`config.mk`:
```
export PLATFORM = sky130hd
export DESIGN_NAME = pc_unit_ras
export DESIGN_NICKNAME = d
export VERILOG_FILES = /design/src/rtl/pc_unit_ras.sv
export SDC_FILE = /design/constraint.sdc
export NUM_CORES = 1
export LEC_CHECK = 0
export ABC_AREA = 1
export BUFFER_PORTS_ARGS = -buffer_cell sky130_fd_sc_hd__clkbuf_2
export CAP_MARGIN = 20
export CORE_AREA = 5 5 175 177
export CTS_CLUSTER_SIZE = 28
export DETAILED_ROUTE_END_ITERATION = 8
export DIE_AREA = 0 0 180 182
export SLEW_MARGIN = 10
export SYNTH_ARGS = -nofsm -noshare
export SYNTH_HDL_FRONTEND = slang
export SYNTH_SLANG_ARGS = --single-unit
```
`constraint.sdc`:
```
create_clock -name clk -period 5.4 [get_ports clk]
set_input_delay 0.54 -clock clk [delete_from_list [all_inputs] [get_ports clk]]
set_output_delay 0.54 -clock clk [all_outputs]
set_load 0.01 [all_outputs]
```
`src/rtl/pc_unit_ras.sv`:
```
// Fetch-stage program counter with branch/jump decode, stall hold, exception redirect
// and a circular return-address stack for call/return.
module pc_unit_ras #(
  parameter int unsigned      WIDTH      = 32,
  parameter logic [WIDTH-1:0] RESET_PC   = '0,
  parameter logic [WIDTH-1:0] EXC_VEC    = WIDTH'('h40),
  parameter int unsigned      RAS_DEPTH  = 4,
  parameter bit               SIGNED_CMP = 1'b0
) (
  input  logic                         clk,
  input  logic                         rstd,
  input  logic                         stall,
  input  logic                         exc,
  input  logic [5:0]                   op,
  input  logic [WIDTH-1:0]             os,
  input  logic [WIDTH-1:0]             ot,
  input  logic [25:0]                  addr,
  input  logic [WIDTH-1:0]             imm_dpl,
  output logic [WIDTH-1:0]             pc,
  output logic                         taken,
  output logic [WIDTH-1:0]             link,
  output logic [$clog2(RAS_DEPTH):0]   ras_count,
  output logic                         ras_uflow
);

  localparam int unsigned PtrW = $clog2(RAS_DEPTH);
  localparam logic [PtrW:0] CntFull = (PtrW + 1)'(RAS_DEPTH);

  localparam logic [5:0] OpBeq  = 6'd32;
  localparam logic [5:0] OpBne  = 6'd33;
  localparam logic [5:0] OpBlt  = 6'd34;
  localparam logic [5:0] OpBle  = 6'd35;
  localparam logic [5:0] OpJ    = 6'd40;
  localparam logic [5:0] OpJal  = 6'd41;
  localparam logic [5:0] OpJr   = 6'd42;
  localparam logic [5:0] OpRet  = 6'd43;

  logic [WIDTH-1:0] pc_q, pc_d;
  logic             taken_q, taken_d;
  logic             uflow_q, uflow_d;
  logic [PtrW-1:0]  ptr_q, ptr_d;
  logic [PtrW:0]    cnt_q, cnt_d;
  logic [WIDTH-1:0] ras_q [RAS_DEPTH];

  logic [WIDTH-1:0] nonbranch, branch, dpl, jump_tgt, ras_top;
  logic [PtrW-1:0]  ptr_dec;
  logic             eq, lt, push;

  always_comb begin
    nonbranch = pc_q + WIDTH'(1);
    // Displacement arrives in bytes; the PC counts words.
    dpl       = $unsigned($signed(imm_dpl) >>> 2);
    branch    = nonbranch + dpl;
    jump_tgt  = WIDTH'({2'b00, addr[25:2]});
    ptr_dec   = ptr_q - PtrW'(1);
    ras_top   = ras_q[ptr_dec];
    eq        = (os == ot);
    if (SIGNED_CMP) lt = ($signed(os) < $signed(ot));
    else            lt = (os < ot);
  end

  always_comb begin
    pc_d    = pc_q;
    taken_d = taken_q;
    uflow_d = 1'b0;
    ptr_d   = ptr_q;
    cnt_d   = cnt_q;
    push    = 1'b0;
    if (exc) begin
      pc_d    = EXC_VEC;
      taken_d = 1'b1;
      ptr_d   = '0;
      cnt_d   = '0;
    end else if (!stall) begin
      pc_d    = nonbranch;
      taken_d = 1'b0;
      unique case (op)
        OpBeq: if (eq)        begin pc_d = branch; taken_d = 1'b1; end
        OpBne: if (!eq)       begin pc_d = branch; taken_d = 1'b1; end
        OpBlt: if (lt)        begin pc_d = branch; taken_d = 1'b1; end
        OpBle: if (lt || eq)  begin pc_d = branch; taken_d = 1'b1; end
        OpJ: begin
          pc_d    = jump_tgt;
          taken_d = 1'b1;
        end
        OpJal: begin
          pc_d    = jump_tgt;
          taken_d = 1'b1;
          push    = 1'b1;
          ptr_d   = ptr_q + PtrW'(1);
          // A full stack overwrites its oldest entry, so the count just saturates.
          if (cnt_q != CntFull) cnt_d = cnt_q + 1'b1;
        end
        OpJr: begin
          pc_d    = os;
          taken_d = 1'b1;
        end
        OpRet: begin
          taken_d = 1'b1;
          if (cnt_q != '0) begin
            pc_d  = ras_top;
            ptr_d = ptr_dec;
            cnt_d = cnt_q - 1'b1;
          end else begin
            pc_d    = os;
            uflow_d = 1'b1;
          end
        end
        default: ;
      endcase
    end
  end

  always_ff @(posedge clk or posedge rstd) begin
    if (rstd) begin
      pc_q    <= RESET_PC;
      taken_q <= 1'b0;
      uflow_q <= 1'b0;
      ptr_q   <= '0;
      cnt_q   <= '0;
    end else begin
      pc_q    <= pc_d;
      taken_q <= taken_d;
      uflow_q <= uflow_d;
      ptr_q   <= ptr_d;
      cnt_q   <= cnt_d;
    end
  end

  // Stack storage needs no reset: entries are only read while counted valid.
  always_ff @(posedge clk) begin
    if (push) ras_q[ptr_q] <= nonbranch;
  end

  assign pc        = pc_q;
  assign taken     = taken_q;
  assign link      = nonbranch;
  assign ras_count = cnt_q;
  assign ras_uflow = uflow_q;

endmodule

```
==> metrics.csv <==
stage,metric,value,unit
run_status,status,"complete, no violations",
global_routing,Overall Global Routing Usage,0.238,
sta,Hold WS,0.243,ns
worst_setup_path,critical path class,reg2reg,
cts,maximum clock path buffer count,2,
global_routing,met1 usage,0.332,
sta,Tightest Pin Transition,0.924,ns
floorplan,# IOs,201,
global_routing,first-pass GRT wire length,60100,um
sta,Final Hold Fails,0,
detailed_routing,Iter 0 DRT Violations,970,
place,Cells after DPL,2035,
sta,Relative slew margins,0.383,
detailed_routing,WL/cell,19.4,um
cts,CTS root buffer,clkbuf_16,
job,maximum capacitance violations,0,
worst_setup_path,Critical R2R Capture,pc[23],
power_and_ir_drop,power per cell area,244,nW/um^2
hold_path,Hold Path Class,in2async,
yosys,Post-synth EDFFs,128,
global_routing,GRT overflow,0,
finish,Layout Cells excl Fill,2067,
place,HPWL Detailed,30900,um
worst_setup_path,origin of the worst setup path,pc[0],
worst_setup_path,CP Max Fanout,7,
cts,CTS tree,yes,
cts,# hold bufs at CTS,0,
worst_setup_path,CP Launch Type,flop,
yosys,syn avg cell area,7.96,sq um
sta,Final min period,4.01,ns
finish,post-layout util,0.472,
global_routing,grt met2 use,0.377,
cts,total CTS buffers,17,
floorplan,initial core utilization,0.401,
cts,worst-skew pair later-pin latency,0.42,ns
power_and_ir_drop,worst vdd ir,0.000212,V
detailed_routing,Post-DRT Antenna Nets,0,
floorplan,Die Wd,180,um
power_and_ir_drop,LEAKAGE,0.00661,uW
floorplan,chip height,182,um
worst_setup_path,required time worst endpoint,5.71,ns
sta,RSZ-0062 raised after global routing,false,
yosys,Main synth FF type,edfxtp_1,
yosys,sequential area share after synthesis,0.413,
worst_setup_path,reg2reg path depth,22,
yosys,"FF+latch count, synth",167,
yosys,Synth warnings,0,
cts,clk slew on worst S/H paths,0.07,ns
worst_setup_path,FF-to-FF setup slack,1.39,ns
yosys,Synth Net Count,1677,
finish,P&R area growth vs syn,17.7,%
sta,clk_skew,0.0132,ns
finish,"most common cell after layout, fill and taps aside",nand2_1,
place,Port Buf Inserts,196,
yosys,cells after synthesis,1467,
global_routing,Top Usage Layer GRT,met2,
global_routing,vias in the first global route,10300,
cts,# clock sinks,167,
cts,"Gates resized, CTS repair",0,
sta,Setup TNS Final,0,ns
worst_setup_path,CP Capture Type,flop,
worst_setup_path,critical path arrival,4.32,ns
place,Placer Congestion,0.916,
floorplan,DIE AREA,32800,sq um
detailed_routing,via total after detailed routing,11000,
sta,final setup fails,0,
finish,antenna cell count,0,
finish,fillers,2832,
worst_setup_path,reg2reg start,pc[0],
cts,H-tree lvl count,4,
yosys,"Async S/R FF share, synth",0.234,
detailed_routing,Detailed Routing Iterations Pass 1,5,
global_routing,largest net degree at the start of global routing,68,
sta,"Period Utilization, post-route",0.743,
floorplan,number of core rows,63,
sta,Final Slew Violations,0,
sta,max frequency,249,MHz
sta,final worst slack,1.39,ns
place,Setup WS pre-CTS,1.45,ns
cts,postcts setup bufs,0,
global_routing,met3 GRT Util,0.0537,
finish,share of layout cells above drive strength 1,0.184,
finish,nets,1874,
finish,most frequent cells in the layout,"nand2_1 (384), clkbuf_2 (196), inv_1 (155)",
detailed_routing,DRC,0,
detailed_routing,Vias/cell,5.30,
global_routing,antenna violations before repair,2,
detailed_routing,Post-Route WL,40200,um
yosys,cell area after synthesis,11700,sq um
floorplan,Core Region,29100,sq um
yosys,count of cell types in the netlist,55,
## how the worst max path moves through the flow
stage	end	slack, ns
floorplan	pc[23]	2.09
CTS	pc[23]	1.42
finish	pc[23]	1.39
detailed placement	pc[23]	1.45
global route	pc[23]	1.14
global placement	pc[23]	1.50
## sequential cells by signal, indices dropped and copies added, names as in the netlist
register and count:
pc 32, ras_q 128, ras_uflow 1, ptr_q 2, taken 1, ras_count 3
## metrics by stage
stage | total power (uW) | area [sq um]
2_1_floorplan | 1910 | 11700
3_3_place_gp | 2150 | 13100
3_5_place_dp | 2170 | 13100
4_1_cts | 3360 | 13700
5_1_grt | 3510 | 13700
6_report | 3350 | 13700
## final cells by class
class | instances | area, sq um | share of cell area
clock buffer | 19 | 464 | 0.0338
clock inverter | 13 | 129 | 0.00938
inverter | 167 | 632 | 0.0460
multi-input combinational | 1090 | 6030 | 0.439
sequential | 167 | 4820 | 0.351
tap | 390 | 488 | 0.0355
timing repair buffer | 221 | 1170 | 0.0851
## critical path, cell delays in order, from the launching register on
cell and delay, ns:
dfrtp_1 0.46, ha_1 0.22, nand2_2 0.07, nor3_2 0.26, nand2_2 0.12, nor3_4 0.18
nand3_2 0.16, nor2_4 0.16, xnor2_1 0.13, clkinv_1 0.26, ha_1 0.46, nand2_1 0.10
nor2_1 0.20, nand2_1 0.11, nor2_1 0.10, nand2_1 0.08, nand3_1 0.15, nand2_1 0.13
and2_1 0.18, nand2_1 0.07, nand3_1 0.07, o21ai_1 0.16, nand2_1 0.06
## cells in the mapped netlist (all sizes together), types with 4 or more instances
| cell type | count | area [sq um] |
|---|---|---|
| inv | 163 | 614 |
| xnor2 | 10 | 87.6 |
| a22oi | 11 | 82.6 |
| nor2 | 164 | 661 |
| edfxtp | 128 | 3840 |
| o21bai | 6 | 45.0 |
| nand2 | 391 | 1500 |
| xor2 | 39 | 349 |
| a21oi | 76 | 392 |
| nor3 | 20 | 128 |
| dfrtp | 39 | 976 |
| a22o | 6 | 52.6 |
| o22ai | 32 | 200 |
| nand4 | 23 | 150 |
| a21o | 6 | 45.0 |
| o21a | 8 | 60.1 |
| a221oi | 9 | 78.8 |
| nand3 | 94 | 538 |
| ha | 76 | 951 |
| o21ai | 95 | 475 |
| nand3b | 5 | 37.5 |
| buf | 15 | 101 |
| o211ai | 5 | 42.5 |
| clkinv | 4 | 17.5 |
| clkbuf | 28 | 115 |
## report_power, final
part	internal [uW]	switching, uW
combinational	245	491
sequential	1390	16.5
clock	687	526
## routing by layer
metal | vias to the layer above | share of wire | wire [um]
li1 | 5341 | - | -
met1 | 5069 | 0.44 | 17500
met2 | 482 | 0.45 | 17900
met3 | 55 | 0.098 | 3950
met4 | 4 | 0.021 | 835
met5 | - | 0.00052 | 21
## cell families after synthesis
logic type,Yosys count,synth area share
AND/OR/NAND/NOR,705,0.262
AO/OA/AOI/OAI,258,0.130
buffers and inverters,210,0.0727
flip-flops,167,0.413
adder cells (fa/ha/maj),78,0.0849
XOR/XNOR,49,0.0374
(Power assumes the default switching activity.)
